### config.mk
export PLATFORM = sky130hd
export DESIGN_NAME = pipeline_hazard_ctrl_flat
export DESIGN_NICKNAME = d
export VERILOG_FILES = /design/src/rtl/pipeline_hazard_ctrl_if.sv /design/src/rtl/pipeline_hazard_ctrl.sv /design/src/flat_wrapper.sv
export SDC_FILE = /design/constraint.sdc
export NUM_CORES = 1
export LEC_CHECK = 0
export ABC_AREA = 1
export ABC_CLOCK_PERIOD_IN_PS = 1600
export BUFFER_PORTS_ARGS = -buffer_cell sky130_fd_sc_hd__buf_4
export CAP_MARGIN = 40
export CORE_MARGIN = 2
export CORE_UTILIZATION = 46
export CTS_BUF_LIST = sky130_fd_sc_hd__clkbuf_8
export CTS_CLUSTER_DIAMETER = 120
export DETAILED_ROUTE_END_ITERATION = 10
export GPL_TIMING_DRIVEN = 0
export PLACE_DENSITY = 0.81
export SETUP_SLACK_MARGIN = 0.15
export SLEW_MARGIN = 20
export SYNTH_ARGS = -nofsm -noshare
export SYNTH_HDL_FRONTEND = slang
export SYNTH_SLANG_ARGS = --single-unit
### constraint.sdc
create_clock -name Clk -period 1.6 [get_ports Clk]
set_input_delay 0 -clock Clk [delete_from_list [all_inputs] [get_ports Clk]]
set_output_delay 0 -clock Clk [all_outputs]
set_load 0.05 [all_outputs]
### src/rtl/pipeline_hazard_ctrl_if.sv
// Signal bundle between the ID-stage decode and the hazard/stall controller.
// stall_cnt/flush_cnt exist only when HAZ_PERF_CNT_EN is defined.
interface pipeline_hazard_ctrl_if #(
  parameter int REG_AW = 5,
  parameter int CNT_W  = 16
);
  logic [REG_AW-1:0] id_rs;
  logic [REG_AW-1:0] id_rt;
  logic              id_use_rs;
  logic              id_use_rt;
  logic              ex_mem_read;
  logic [REG_AW-1:0] ex_rd;
  logic              mem_mem_read;
  logic [REG_AW-1:0] mem_rd;
  logic              id_jump;
  logic              id_jr;
  logic              id_branch;
  logic              br_taken;
  logic              pc_write;
  logic              if_write;
  logic              bubble;
  logic [1:0]        addr_sel;
  logic              hz_busy;
`ifdef HAZ_PERF_CNT_EN
  logic [CNT_W-1:0]  stall_cnt;
  logic [CNT_W-1:0]  flush_cnt;
`endif

  modport master (
    output id_rs, id_rt, id_use_rs, id_use_rt, ex_mem_read, ex_rd,
           mem_mem_read, mem_rd, id_jump, id_jr, id_branch, br_taken,
`ifdef HAZ_PERF_CNT_EN
    input  stall_cnt, flush_cnt,
`endif
    input  pc_write, if_write, bubble, addr_sel, hz_busy
  );

  modport slave (
    input  id_rs, id_rt, id_use_rs, id_use_rt, ex_mem_read, ex_rd,
           mem_mem_read, mem_rd, id_jump, id_jr, id_branch, br_taken,
`ifdef HAZ_PERF_CNT_EN
    output stall_cnt, flush_cnt,
`endif
    output pc_write, if_write, bubble, addr_sel, hz_busy
  );
endinterface

### src/rtl/pipeline_hazard_ctrl.sv
// Load-use stall and jump/branch redirect sequencer for the 5-stage MIPS pipeline.
// Optional perf counters (stall_cnt/flush_cnt) enabled by defining HAZ_PERF_CNT_EN.
module pipeline_hazard_ctrl #(
  parameter int REG_AW         = 5,
  parameter int LOAD_STALL_CYC = 1,
  parameter int BR_RESOLVE_CYC = 1,
  parameter int CNT_W          = 16
) (
  input  logic                 Clk,
  input  logic                 Rst,
  pipeline_hazard_ctrl_if.slave hz
);

  if (LOAD_STALL_CYC < 1 || LOAD_STALL_CYC > 3) begin : g_bad_load_cyc
    $error("pipeline_hazard_ctrl: LOAD_STALL_CYC must be 1..3");
  end
  if (BR_RESOLVE_CYC < 1 || BR_RESOLVE_CYC > 4) begin : g_bad_br_cyc
    $error("pipeline_hazard_ctrl: BR_RESOLVE_CYC must be 1..4");
  end
  if (CNT_W < 1) begin : g_bad_cnt_w
    $error("pipeline_hazard_ctrl: CNT_W must be at least 1");
  end

  localparam logic [REG_AW-1:0] ZERO_REG   = '0;
  localparam logic [1:0]        LD_EX_CNT  = 2'(LOAD_STALL_CYC - 1);
  localparam logic [1:0]        LD_MEM_CNT = (LOAD_STALL_CYC >= 2) ? 2'(LOAD_STALL_CYC - 2) : 2'd0;
  localparam logic [1:0]        BR_CNT     = 2'(BR_RESOLVE_CYC - 1);
  // A load in MEM only still needs a stall when its data arrives later than the forwarding path.
  localparam logic              MEM_CHK_EN = (LOAD_STALL_CYC >= 2);

  typedef enum logic [2:0] {IDLE, LD_STALL, JUMP, BR_WAIT, BR_REDIR} state_t;

  state_t     state_reg, state_next;
  logic [1:0] cnt_reg, cnt_next;
  logic       jr_reg, jr_next;
  logic       pc_write_reg, if_write_reg, bubble_reg, hz_busy_reg;
  logic [1:0] addr_sel_reg;
  logic       ld_ex, ld_mem;

  assign ld_ex  = hz.ex_mem_read && (hz.ex_rd != ZERO_REG) &&
                  ((hz.id_use_rs && (hz.id_rs == hz.ex_rd)) ||
                   (hz.id_use_rt && (hz.id_rt == hz.ex_rd)));
  assign ld_mem = MEM_CHK_EN && hz.mem_mem_read && (hz.mem_rd != ZERO_REG) &&
                  ((hz.id_use_rs && (hz.id_rs == hz.mem_rd)) ||
                   (hz.id_use_rt && (hz.id_rt == hz.mem_rd)));

  always_comb begin
    state_next = state_reg;
    cnt_next   = cnt_reg;
    jr_next    = jr_reg;
    case (state_reg)
      IDLE: begin
        if (ld_ex) begin
          state_next = LD_STALL;
          cnt_next   = LD_EX_CNT;
        end else if (ld_mem) begin
          state_next = LD_STALL;
          cnt_next   = LD_MEM_CNT;
        end else if (hz.id_jump || hz.id_jr) begin
          state_next = JUMP;
          jr_next    = hz.id_jr;
        end else if (hz.id_branch) begin
          state_next = BR_WAIT;
          cnt_next   = BR_CNT;
        end
      end
      LD_STALL: begin
        if (cnt_reg != 2'd0) cnt_next = cnt_reg - 2'd1;
        else                 state_next = IDLE;
      end
      BR_WAIT: begin
        if (cnt_reg != 2'd0) cnt_next = cnt_reg - 2'd1;
        else                 state_next = hz.br_taken ? BR_REDIR : IDLE;
      end
      default: state_next = IDLE;
    endcase
  end

  // Outputs are decoded from the next state so they are registered yet still Moore.
  always_ff @(posedge Clk or negedge Rst) begin
    if (!Rst) begin
      state_reg    <= IDLE;
      cnt_reg      <= 2'd0;
      jr_reg       <= 1'b0;
      pc_write_reg <= 1'b1;
      if_write_reg <= 1'b1;
      bubble_reg   <= 1'b0;
      addr_sel_reg <= 2'b00;
      hz_busy_reg  <= 1'b0;
    end else begin
      state_reg   <= state_next;
      cnt_reg     <= cnt_next;
      jr_reg      <= jr_next;
      hz_busy_reg <= (state_next != IDLE);
      case (state_next)
        LD_STALL, BR_WAIT: begin
          pc_write_reg <= 1'b0;
          if_write_reg <= 1'b0;
          bubble_reg   <= 1'b1;
          addr_sel_reg <= 2'b00;
        end
        JUMP: begin
          pc_write_reg <= 1'b1;
          if_write_reg <= 1'b0;
          bubble_reg   <= 1'b1;
          addr_sel_reg <= jr_next ? 2'b11 : 2'b01;
        end
        BR_REDIR: begin
          pc_write_reg <= 1'b1;
          if_write_reg <= 1'b0;
          bubble_reg   <= 1'b1;
          addr_sel_reg <= 2'b10;
        end
        default: begin
          pc_write_reg <= 1'b1;
          if_write_reg <= 1'b1;
          bubble_reg   <= 1'b0;
          addr_sel_reg <= 2'b00;
        end
      endcase
    end
  end

  assign hz.pc_write = pc_write_reg;
  assign hz.if_write = if_write_reg;
  assign hz.bubble   = bubble_reg;
  assign hz.addr_sel = addr_sel_reg;
  assign hz.hz_busy  = hz_busy_reg;

`ifdef HAZ_PERF_CNT_EN
  logic [CNT_W-1:0] stall_cnt_reg, flush_cnt_reg;

  always_ff @(posedge Clk or negedge Rst) begin
    if (!Rst) begin
      stall_cnt_reg <= '0;
      flush_cnt_reg <= '0;
    end else begin
      if ((state_reg == LD_STALL || state_reg == BR_WAIT) && stall_cnt_reg != '1)
        stall_cnt_reg <= stall_cnt_reg + 1'b1;
      if ((state_next == JUMP || state_next == BR_REDIR) && flush_cnt_reg != '1)
        flush_cnt_reg <= flush_cnt_reg + 1'b1;
    end
  end

  assign hz.stall_cnt = stall_cnt_reg;
  assign hz.flush_cnt = flush_cnt_reg;
`endif

endmodule

### src/flat_wrapper.sv
// flat-port wrapper written by rule: the top's interface ports become plain ports
module pipeline_hazard_ctrl_flat 
#(
  parameter int REG_AW         = 5,
  parameter int LOAD_STALL_CYC = 1,
  parameter int BR_RESOLVE_CYC = 1,
  parameter int CNT_W          = 16
)
  (Clk, Rst, hz_id_rs, hz_id_rt, hz_id_use_rs, hz_id_use_rt, hz_ex_mem_read, hz_ex_rd, hz_mem_mem_read, hz_mem_rd, hz_id_jump, hz_id_jr, hz_id_branch, hz_br_taken, hz_pc_write, hz_if_write, hz_bubble, hz_addr_sel, hz_hz_busy);
  pipeline_hazard_ctrl_if #(.REG_AW(REG_AW), .CNT_W(CNT_W)) hz_i ();
  input  logic Clk;
  input  logic Rst;
  input wire logic [$bits(hz_i.id_rs)-1:0] hz_id_rs;
  input wire logic [$bits(hz_i.id_rt)-1:0] hz_id_rt;
  input wire logic [$bits(hz_i.id_use_rs)-1:0] hz_id_use_rs;
  input wire logic [$bits(hz_i.id_use_rt)-1:0] hz_id_use_rt;
  input wire logic [$bits(hz_i.ex_mem_read)-1:0] hz_ex_mem_read;
  input wire logic [$bits(hz_i.ex_rd)-1:0] hz_ex_rd;
  input wire logic [$bits(hz_i.mem_mem_read)-1:0] hz_mem_mem_read;
  input wire logic [$bits(hz_i.mem_rd)-1:0] hz_mem_rd;
  input wire logic [$bits(hz_i.id_jump)-1:0] hz_id_jump;
  input wire logic [$bits(hz_i.id_jr)-1:0] hz_id_jr;
  input wire logic [$bits(hz_i.id_branch)-1:0] hz_id_branch;
  input wire logic [$bits(hz_i.br_taken)-1:0] hz_br_taken;
  output wire logic [$bits(hz_i.pc_write)-1:0] hz_pc_write;
  output wire logic [$bits(hz_i.if_write)-1:0] hz_if_write;
  output wire logic [$bits(hz_i.bubble)-1:0] hz_bubble;
  output wire logic [$bits(hz_i.addr_sel)-1:0] hz_addr_sel;
  output wire logic [$bits(hz_i.hz_busy)-1:0] hz_hz_busy;
  assign hz_i.id_rs = hz_id_rs;
  assign hz_i.id_rt = hz_id_rt;
  assign hz_i.id_use_rs = hz_id_use_rs;
  assign hz_i.id_use_rt = hz_id_use_rt;
  assign hz_i.ex_mem_read = hz_ex_mem_read;
  assign hz_i.ex_rd = hz_ex_rd;
  assign hz_i.mem_mem_read = hz_mem_mem_read;
  assign hz_i.mem_rd = hz_mem_rd;
  assign hz_i.id_jump = hz_id_jump;
  assign hz_i.id_jr = hz_id_jr;
  assign hz_i.id_branch = hz_id_branch;
  assign hz_i.br_taken = hz_br_taken;
  assign hz_pc_write = hz_i.pc_write;
  assign hz_if_write = hz_i.if_write;
  assign hz_bubble = hz_i.bubble;
  assign hz_addr_sel = hz_i.addr_sel;
  assign hz_hz_busy = hz_i.hz_busy;
  pipeline_hazard_ctrl #(.REG_AW(REG_AW), .LOAD_STALL_CYC(LOAD_STALL_CYC), .BR_RESOLVE_CYC(BR_RESOLVE_CYC), .CNT_W(CNT_W)) u_core (.Clk(Clk), .Rst(Rst), .hz(hz_i));
endmodule
==> metrics list <==
- The flow ran to the end, and the final reports show no timing, DRC or antenna violations.
* Post-detailed-routing wire length: 1.52 mm
- The worst hold path belongs to the class in -> reg.
- Critical-path cell with the highest stage delay: dfrtp_1
- Crit path required time: 1.73 ns
* Standard cell core area: 0.00145 sq mm
- Final period utilization: 83.5%
- The detail route stage leaves a number of antenna-violating nets equal to 0.
* Arrival time of the worst setup path: 1.46 ns
- Power density normalized to cell area: 1650 mW/mm^2
- In this run, distinct cell masters in the synthesized netlist total 16.
* Routability-driven placement congestion ratio: 0.770
- The clock drives 11 sinks.
- The tree is rooted in a clkbuf_8.
* Sequential cell area fraction in the yosys report: 40.0%
* Slew @ Worst Pin: 0.254 ns
- Antenna Cells: 0
* Number of antenna violations at the first check in global routing: 0
* Most frequent standard cell in the layout excluding fill and tap cells: nand2_1
* CTS Buf Count: 3
- Row count: 14
* Routed len/inst: 9.69 um
- Critical-path cell list: inv_1 > ha_1 > nor3_2 > nor2_1 > inv_1 > nand2_4 > nand2_1 > nand2_1
- In this run the static leakage power is 0.634 nW.
* Final count of negative-setup-slack endpoints: 0
- Number of max-capacitance violations reported: 0
- CTS built an H-tree with a depth of 1.
- The total overflow left after global routing is 0.
- For the final routed database, the setup TNS stands at 0 ns.
- The number of placed instances, taps included, is 152.
- Post-CTS timing repair inserted 0 buffers for setup.
- Number of global-route vias before repair: 763
- When the netlist entered floorplanning its net count stood at 138.
- CTS tree: done
- RSZ-0062 raised after global routing: no
* Number of DRC markers after the initial detailed-route iteration: 13
- Cells after Synth: 107
- Number of failing hold endpoints at the final stage: 0
* Drt via density: 4.56
* Final setup skew: 0.00171 ns
* Area growth from synthesis to layout: 42.9%
* Vias after detailed routing: 716
- Length of the first detailed-routing pass in iterations: 4
- After synthesis the cells add up to 694 sq um.
* First-pass GRT wire length: 2.72 mm
- Post-Route Utilization: 68.2%
* Clock slew at the register clock pins of the worst setup and hold paths: 0.05 ns
- Layout cells sized above 1: 34.0%
- Average cell area after synthesis: 6.49 sq um
- In this run the horizontal extent of the chip is 42.9 um.
- Count of placed standard cells in the final layout, fillers left out: 157
- Yosys reg bits: 11
- Detail Placement HPWL: 1.26 mm
- The final layout contains 173 nets.
- The die covers 0.00184 sq mm.
- The largest single stage delay on the critical path is 0.35 ns.
- Effective utilization at floorplan: 47.8%
- In this run the deepest clock path goes through 2 buffers.
- Of all nets on the critical path, the largest fanout is 6.
- In the routed design, unresolved DRC markers number 0.
- The filler cells instantiated in the layout total 142.
* Crit start category: flip-flop
- Input and output buffers added on the ports amount to 29.
- In the layout the commonest cells are 37 x nand2_1, 29 x buf_4, 21 x inv_1.
* Worst-case hold slack: 0.0146 ns
* Clock latency on the worst-skew pair: 0.24 ns
- By startpoint and endpoint, the worst setup path is classified as reg -> reg.
- Entering global routing, the biggest net connects 12 pins.
* Aggregate global-route resource usage: 20.4%
* Count of final max-slew check failures: 0
* Top achievable clock speed: 0.748 GHz
- Count of pins on the block boundary: 36
- Fin crit period: 1.34 ns
* Worst IR drop on VDD: 0.943 mV
* Die height: 42.9 um
- Measured against its own limit, the worst slew margin works out to 83.0%.
- The register with the most flip-flops in the layout has 3 of them.
- The Yosys step of the flow raised 0 warnings.
- STA classifies the critical path endpoint as a flip-flop.
## cell families (layout without fill, tap and decap cells)
| logic type | count (synthesis) | in the layout | synth area share (%) |
|---|---|---|---|
| flip-flops | 11 | 11 | 40.0 |
| buffers and inverters | 26 | 60 | 14.1 |
| adder cells (fa/ha/maj) | 1 | 1 | 1.80 |
| AND/OR/NAND/NOR | 66 | 66 | 41.6 |
| AO/OA/AOI/OAI | 3 | 3 | 2.52 |
## synthesized netlist by cell type
cell / n / area, sq um
nand2_1: 37 / 139
inv_1: 20 / 75.1
nor2_1: 13 / 48.8
dfrtp_1: 9 / 225
inv_2: 6 / 22.5
nand3_1: 6 / 30.0
nand2_2: 4 / 25.0
dfstp_2: 2 / 52.6
nand2_4: 2 / 22.5
nand4_1: 2 / 12.5
a21oi_1: 1 / 5.00
ha_1: 1 / 12.5
nor2_2: 1 / 6.26
nor3_1: 1 / 5.00
o211ai_1: 1 / 7.51
o21ai_1: 1 / 5.00
## routing by layer
metal	GRT usage [%]	share of wire, %	vias up
met3	9.79	7.3	2
met5	0	0	-
met2	37.9	52	26
met4	9.38	1.5	0
li1	-	-	380
met1	18.1	39	308
## power breakdown
group | switching, W | internal [W] | total (W)
clock network | 0.000105 | 0.000168 | 0.000273
registers | 0.0000483 | 0.000424 | 0.000472
logic | 0.000601 | 0.000291 | 0.000892
## timing repair
action,CTS,global route
resized for setup,0,1
endpoints found under the hold margin,11,0
setup endpoints to repair,0,4
hold buffers,1,0
## critical path: cells and delay by family (launching register included)
| kind | cells | cell delay (ns) |
|---|---|---|
| AND/OR/NAND/NOR | 5 | 0.49 |
| flip-flops | 1 | 0.35 |
| adder cells (fa/ha/maj) | 1 | 0.23 |
| buffers and inverters | 2 | 0.15 |
## per-stage QoR
stage                     instance area [sq um]  setup slack (ns)  power (W)
after floorplan                             694             0.346    0.00111
after global placement                      932             0.239    0.00133
after detailed placement                    932             0.196    0.00137
after CTS                                   987             0.168    0.00165
after global routing                        992             0.183    0.00176
final                                       992             0.264    0.00164
## area by class of cell
cell class              count  area (sq um)  share of cell area, %
well taps                  16          20.0                   2.02
inverters                  26          97.6                   9.84
clock inverters             1          3.75                  0.378
clock buffers               3          41.3                   4.16
repair buffers             30           228                   23.0
multi-input cells          70           324                   32.7
flip-flops and latches     11           278                   28.0
## final timing paths
check                                        end  slack, ns              start  depth (start not counted)
max                            u_core.cnt_reg[0]       0.26  u_core.cnt_reg[0]                          8
min                        u_core.hz.addr_sel[1]       0.01           hz_id_jr                          3
max reg2reg                    u_core.cnt_reg[0]       0.26  u_core.cnt_reg[0]                          8
min reg2reg                    u_core.cnt_reg[1]       0.47  u_core.cnt_reg[1]                          2
max in group asynchronous     u_core.hz.pc_write       1.23                Rst                          2
min in group asynchronous      u_core.hz.hz_busy       0.14                Rst                          2
No activity file was read; power rests on OpenSTA's default activity.
